## config.mk

```make
export PLATFORM = sky130hd
export DESIGN_NAME = sram_arbiter_ctrl
export DESIGN_NICKNAME = d
export VERILOG_FILES = /design/src/rtl/sram_arbiter_ctrl.sv
export SDC_FILE = /design/constraint.sdc
export NUM_CORES = 1
export LEC_CHECK = 0
export CAP_MARGIN = 20
export CORE_UTILIZATION = 39
export DETAILED_ROUTE_END_ITERATION = 10
export PLACE_DENSITY = 0.82
export SETUP_SLACK_MARGIN = 0.5
export SYNTH_ARGS = -nofsm -noshare
export SYNTH_HDL_FRONTEND = slang
export SYNTH_SLANG_ARGS = --single-unit
```

## constraint.sdc

```tcl
create_clock -name clk -period 2.2 [get_ports clk]
set_input_delay 0.22 -clock clk [delete_from_list [all_inputs] [get_ports clk]]
set_output_delay 0.22 -clock clk [all_outputs]
set_load 0.02 [all_outputs]
```

## src/rtl/sram_arbiter_ctrl.sv

```systemverilog
// Two-channel (instruction read / data read-write) arbiter driving one async SRAM bank with registered strobes.
// Latency: read fin at T+RD_WAIT+1, write fin at T+WR_WAIT+2, zero-byte write fin at T+1 (T = IDLE sample cycle).
// Backpressure: requesters hold req until their fin; the losing channel simply waits for the next IDLE cycle.
module sram_arbiter_ctrl #(
  parameter int ADDR_W        = 20,
  parameter int DATA_W        = 32,
  parameter int RD_WAIT       = 2,
  parameter int WR_WAIT       = 2,
  parameter int DATA_PRIORITY = 1
) (
  input  logic                clk,
  input  logic                rst,
  input  logic                i_req,
  input  logic [31:0]         i_addr,
  output logic [DATA_W-1:0]   i_rdata,
  output logic                i_fin,
  input  logic                d_req,
  input  logic                d_we,
  input  logic [DATA_W/8-1:0] d_be,
  input  logic [31:0]         d_addr,
  input  logic [DATA_W-1:0]   d_wdata,
  output logic [DATA_W-1:0]   d_rdata,
  output logic                d_fin,
  output logic [ADDR_W-1:0]   sram_addr,
  output logic [DATA_W-1:0]   sram_din,
  input  logic [DATA_W-1:0]   sram_dout,
  output logic                sram_dq_oe,
  output logic                sram_ce_n,
  output logic                sram_oe_n,
  output logic                sram_we_n,
  output logic [DATA_W/8-1:0] sram_be_n
);

  localparam int WAIT_MAX = (RD_WAIT > WR_WAIT) ? RD_WAIT : WR_WAIT;
  localparam int CNT_W    = (WAIT_MAX > 1) ? $clog2(WAIT_MAX) : 1;

  typedef enum logic [2:0] {IDLE, RD, WR, WR_REC, DONE} state_t;

  state_t           state;
  logic [CNT_W-1:0] cnt;
  logic             gnt_d;   // channel owning the current access (1 = data)
  logic             last_d;  // channel granted most recently, for round-robin
  logic             pick_d;
  logic             unused_ok;

  // Byte-offset address bits are don't-care; word address uses [ADDR_W+1:2]
  assign unused_ok = ^{i_addr, d_addr};

  // Grant decision for the IDLE cycle: fixed data priority or alternate on contention
  assign pick_d = (DATA_PRIORITY != 0) ? d_req : (d_req && (!i_req || !last_d));

  // Controller FSM; every SRAM pin and fin pulse comes straight from a flop
  always_ff @(posedge clk) begin
    if (rst) begin
      state      <= IDLE;
      cnt        <= '0;
      gnt_d      <= 1'b0;
      last_d     <= 1'b0;
      i_rdata    <= '0;
      d_rdata    <= '0;
      i_fin      <= 1'b0;
      d_fin      <= 1'b0;
      sram_addr  <= '0;
      sram_din   <= '0;
      sram_dq_oe <= 1'b0;
      sram_ce_n  <= 1'b1;
      sram_oe_n  <= 1'b1;
      sram_we_n  <= 1'b1;
      sram_be_n  <= '1;
    end else begin
      i_fin <= 1'b0;
      d_fin <= 1'b0;
      case (state)
        IDLE: begin
          if (pick_d) begin
            gnt_d     <= 1'b1;
            last_d    <= 1'b1;
            sram_addr <= d_addr[ADDR_W+1:2];
            sram_din  <= d_wdata;
            if (d_we && (d_be == '0)) begin
              // Nothing to write: complete without touching the bank
              state <= DONE;
              d_fin <= 1'b1;
            end else if (d_we) begin
              state      <= WR;
              cnt        <= CNT_W'(WR_WAIT - 1);
              sram_ce_n  <= 1'b0;
              sram_we_n  <= 1'b0;
              sram_be_n  <= ~d_be;
              sram_dq_oe <= 1'b1;
            end else begin
              state     <= RD;
              cnt       <= CNT_W'(RD_WAIT - 1);
              sram_ce_n <= 1'b0;
              sram_oe_n <= 1'b0;
              sram_be_n <= '0;
            end
          end else if (i_req) begin
            gnt_d     <= 1'b0;
            last_d    <= 1'b0;
            sram_addr <= i_addr[ADDR_W+1:2];
            state     <= RD;
            cnt       <= CNT_W'(RD_WAIT - 1);
            sram_ce_n <= 1'b0;
            sram_oe_n <= 1'b0;
            sram_be_n <= '0;
          end
        end
        RD: begin
          if (cnt == '0) begin
            if (gnt_d) begin
              d_rdata <= sram_dout;
              d_fin   <= 1'b1;
            end else begin
              i_rdata <= sram_dout;
              i_fin   <= 1'b1;
            end
            sram_ce_n <= 1'b1;
            sram_oe_n <= 1'b1;
            sram_be_n <= '1;
            state     <= DONE;
          end else begin
            cnt <= cnt - 1'b1;
          end
        end
        WR: begin
          if (cnt == '0) begin
            // Release WE first; CE and data stay driven one more cycle for hold time
            sram_we_n <= 1'b1;
            state     <= WR_REC;
          end else begin
            cnt <= cnt - 1'b1;
          end
        end
        WR_REC: begin
          sram_ce_n  <= 1'b1;
          sram_dq_oe <= 1'b0;
          sram_be_n  <= '1;
          d_fin      <= 1'b1;
          state      <= DONE;
        end
        DONE: begin
          state <= IDLE;
        end
        default: begin
          state      <= IDLE;
          sram_ce_n  <= 1'b1;
          sram_oe_n  <= 1'b1;
          sram_we_n  <= 1'b1;
          sram_be_n  <= '1;
          sram_dq_oe <= 1'b0;
        end
      endcase
    end
  end

endmodule

```

==> impl_metrics.py <==
metrics = {
    "status": {
        "outcome": "finished, final reports clean",
    },
    "timing": {
        "fin_tns_setup_ns": 0,
        "slew_viol_final": 0,
        "fin_crit_sh_pct": 75.32,
        "clock_skew_ns": 0.006422,
        "slew_headroom_pct": 52.16,
        "rsz0062_at_grt": "no",
        "worst_slack_ns": 0.5429,
        "tightest_slew_ns": 0.7177,
        "setup_violations": 0,
        "max_freq_ghz": 0.6035,
        "final.min_clock_period_ns": 1.657,
        "finalHoldViolations": 0,
    },
    "setup_path": {
        "cp_slowest_cell": "or4b_4",
        "ff2ff_path_depth": 5,
        "cp-start-kind": "register",
        "crit_arrival_ns": 1.94,
        "path_max_fanout": 32,
        "end_kind": "register",
        "timing.rr.end": "d_rdata[30]",
        "crit_buf_inv": 2,
        "crit_chain": "buf_8 -> or4b_4 -> clkbuf_16 -> o21ai_0 -> a21oi_1",
        "crit_family": "simple AND/OR/NAND/NOR gates",
        "critPathKind": "reg2reg",
        "r2r_setup_slack_ns": 0.54,
        "rr_startpoint": "state[0]",
        "critical_path.max_stage_delay_ns": 0.52,
        "required_ns": 2.48,
    },
    "route": {
        "wl_met2_mm": 7.681,
        "ant_nets": 0,
        "drt_iter0_drc": 515,
        "firstDrtPassIters": 4,
        "vias": 5453,
        "vias_per_cell": 5.310,
        "routed_wl_mm": 15.91,
        "wire_per_inst_um": 15.50,
        "drcViolationCount": 0,
        "m1WireLength_mm": 6.775,
        "highest_layer": "met4",
        "wl_met3_mm": 1.203,
    },
    "logic_synthesis": {
        "yosysUniqueCellTypes": 40,
        "netlist_area_um2": 5251,
        "ys_top_cells_by_area": "dfxtp_1 50%, a21oi_1 12%, o21ai_0 6.5%",
        "netlist_instances": 628,
        "synth.avg_cell_area_um2": 8.362,
        "synth_top_area_share_pct": 49.94,
        "yosys_warnings": 0,
        "seq_area_frac_synth_pct": 49.94,
        "synth_nets": 765,
        "yosysTopAreaCell": "dfxtp_1",
        "yosys_register_bits": 131,
    },
    "clocking": {
        "cts_buffer_depth": 2,
        "cts_buffers": 17,
        "path_clk_slew_ns": 0.06,
        "ctsHoldBuffers": 0,
        "cts-root-buf": "clkbuf_16",
        "cts_tree": "done",
        "clk_latency_ns": 0.41,
        "cts.sinks": 131,
        "cts_max_level": 4,
    },
    "final_layout": {
        "final_common_cell": "clkdlybuf4s50_1",
        "antenna_cells": 0,
        "layout-drive-gt1-share_pct": 7.638,
        "syn_to_final_growth_pct": 60.71,
        "final_cell_mix": "237 x clkdlybuf4s50_1, 127 x dfxtp_1, 124 x a21oi_1, 66 x nand2_1, 65 x nand3_1",
        "final_core_util_pct": 63.98,
        "fin_nets": 977,
    },
    "hold_path": {
        "hold-path-cell-count": 3,
        "hp-class": "in2reg",
        "worstHoldEndpoint": "sram_din[20]",
        "min_from": "d_wdata[20]",
    },
    "global_route": {
        "grt_pass1_wl_mm": 24.88,
        "grt_pass1_vias": 5053,
        "grt_start_max_net_pins": 71,
        "grtUsageTotal_pct": 22.23,
        "overflow": 0,
        "antenna_found_initial": 0,
    },
    "power": {
        "power.leakage_nw": 2.973,
        "ir_worst_vdd_uv": 511.6,
        "p_per_area_nw_per_um2": 938.7,
    },
    "floorplan": {
        "initial_core_util_pct": 39.81,
        "std_cell_rows": 42,
        "io_pins": 263,
        "fp.dieH_um": 118.0,
        "core_um2": 13190,
        "die-area_um2": 13930,
        "die_w_um": 118.0,
    },
    "placement": {
        "dp_hpwl_mm": 9.942,
        "place_ws_ns": 0.1604,
        "gp_congestion": 0.8146,
        "io_buffers": 238,
    },
    "run": {
        "maxCapViolCount": 0,
    },
}
[cell families (layout without fill, tap and decap cells)]
family / count (synthesis) / in the layout / synth area share [%]
DFF: 131 / 131 / 49.94
buffers and inverters: 76 / 299 / 5.933
and+or+nand+nor: 166 / 166 / 15.34
AOI/OAI and AO/OA: 234 / 234 / 24.80
muxes: 20 / 20 / 3.812
xor gates and xnor gates: 1 / 1 / 0.1668
[worst reg2reg max path: cells and delay by family, from the launching register on]
kind	cells	cell delay, ns
AND/OR/NAND/NOR	1	0.52
AO/OA/AOI/OAI	2	0.26
buffers and inverters	2	0.38
flip-flops	1	0.37
[per-stage QoR]
step | std cells | hold slack, ns | total power [mW] | instance area, um2
2_1_floorplan | 628 | 0.3560 | 4.242 | 5251
3_3_place_gp | 993 | 0.4414 | 5.329 | 7801
3_5_place_dp | 993 | 0.4474 | 5.360 | 7801
4_1_cts | 1025 | 0.3288 | 7.900 | 8376
5_1_grt | 1027 | 0.3417 | 8.330 | 8439
6_report | 1027 | 0.3494 | 7.922 | 8439
[how the worst max path moves through the flow]
stage | startpoint | to | cells past startpoint | slack (ns)
after global routing | state[0] | i_rdata[0] | 5 | 0.50
after detailed placement | d_be[0] | state[2] | 4 | 0.16
final | state[0] | d_rdata[30] | 5 | 0.54
after global placement | d_be[0] | state[2] | 4 | 0.21
after CTS | state[0] | d_rdata[17] | 5 | 0.50
after floorplan | state[0] | state[2] | 4 | 0.59
[Yosys cell counts]
| library cell | n |
|---|---|
| nand2_1 | 66 |
| or2_2 | 3 |
| a21oi_1 | 124 |
| nand2b_1 | 1 |
| a221oi_1 | 2 |
| nand3_1 | 65 |
| nor3_1 | 2 |
| a2111o_1 | 1 |
| o21bai_1 | 1 |
| or4b_1 | 1 |
| buf_1 | 1 |
| a221o_1 | 2 |
| buf_2 | 15 |
| a211oi_1 | 25 |
| or3_1 | 3 |
| o21ai_0 | 68 |
| or4b_2 | 1 |
| or4_1 | 1 |
| nor4_1 | 3 |
| a2111oi_2 | 1 |
| xor2_1 | 1 |
| o211ai_1 | 2 |
| a211o_1 | 1 |
| o21a_1 | 2 |
| clkbuf_1 | 49 |
| mux2i_1 | 20 |
| buf_6 | 1 |
| dfxtp_1 | 131 |
| nor4b_2 | 1 |
| and2_1 | 1 |
| nor2b_1 | 2 |
| nor4b_1 | 4 |
| nor2_1 | 9 |
| a2111oi_0 | 4 |
| or3_4 | 1 |
| clkinv_1 | 1 |
| nand4bb_1 | 1 |
| inv_1 | 9 |
| a22o_1 | 1 |
| nor3b_1 | 1 |
[timing repair]
item | 4_1_cts | 5_1_grt
gates resized for setup | 10 | 19
setup endpoints to repair | 100 | 82
pin swaps | 1 | 2
endpoints found under the hold margin | 0 | 0
buffers inserted | 1 | 0
cloned | 1 | 2
[cell type report]
class                           count  area (um2)
Multi-Input combinational cell    421        2347
Sequential cell                   131        2633
Clock buffer                       20       446.7
Inverter                           10       37.54
Tap cell                          176       220.2
Timing Repair Buffer              259        2691
Fill cell                        1114        4751
Clock inverter                     10       63.81
[per-layer routing]
metal,vias to the layer above,track usage [%]
met2,214,37.17
li1,2654,-
met4,0,8.413
met3,22,7.897
met5,-,0
met1,2563,25.97
[report_power, final]
part	leakage [nW]	internal, mW	switching (mW)	total (mW)
Sequential	1.07	2.69	0.191	2.88
Clock	0.243	1.44	1.00	2.45
Combinational	1.66	1.20	1.40	2.60
Total	2.97	5.33	2.59	7.92
[registers in the layout (all words and copies together) (netlist names), 3 cells and up]
name       flops
d_rdata       32
i_rdata       32
sram_addr     20
sram_be_n      4
sram_din      32
state          3
(Power assumes the default switching activity.)
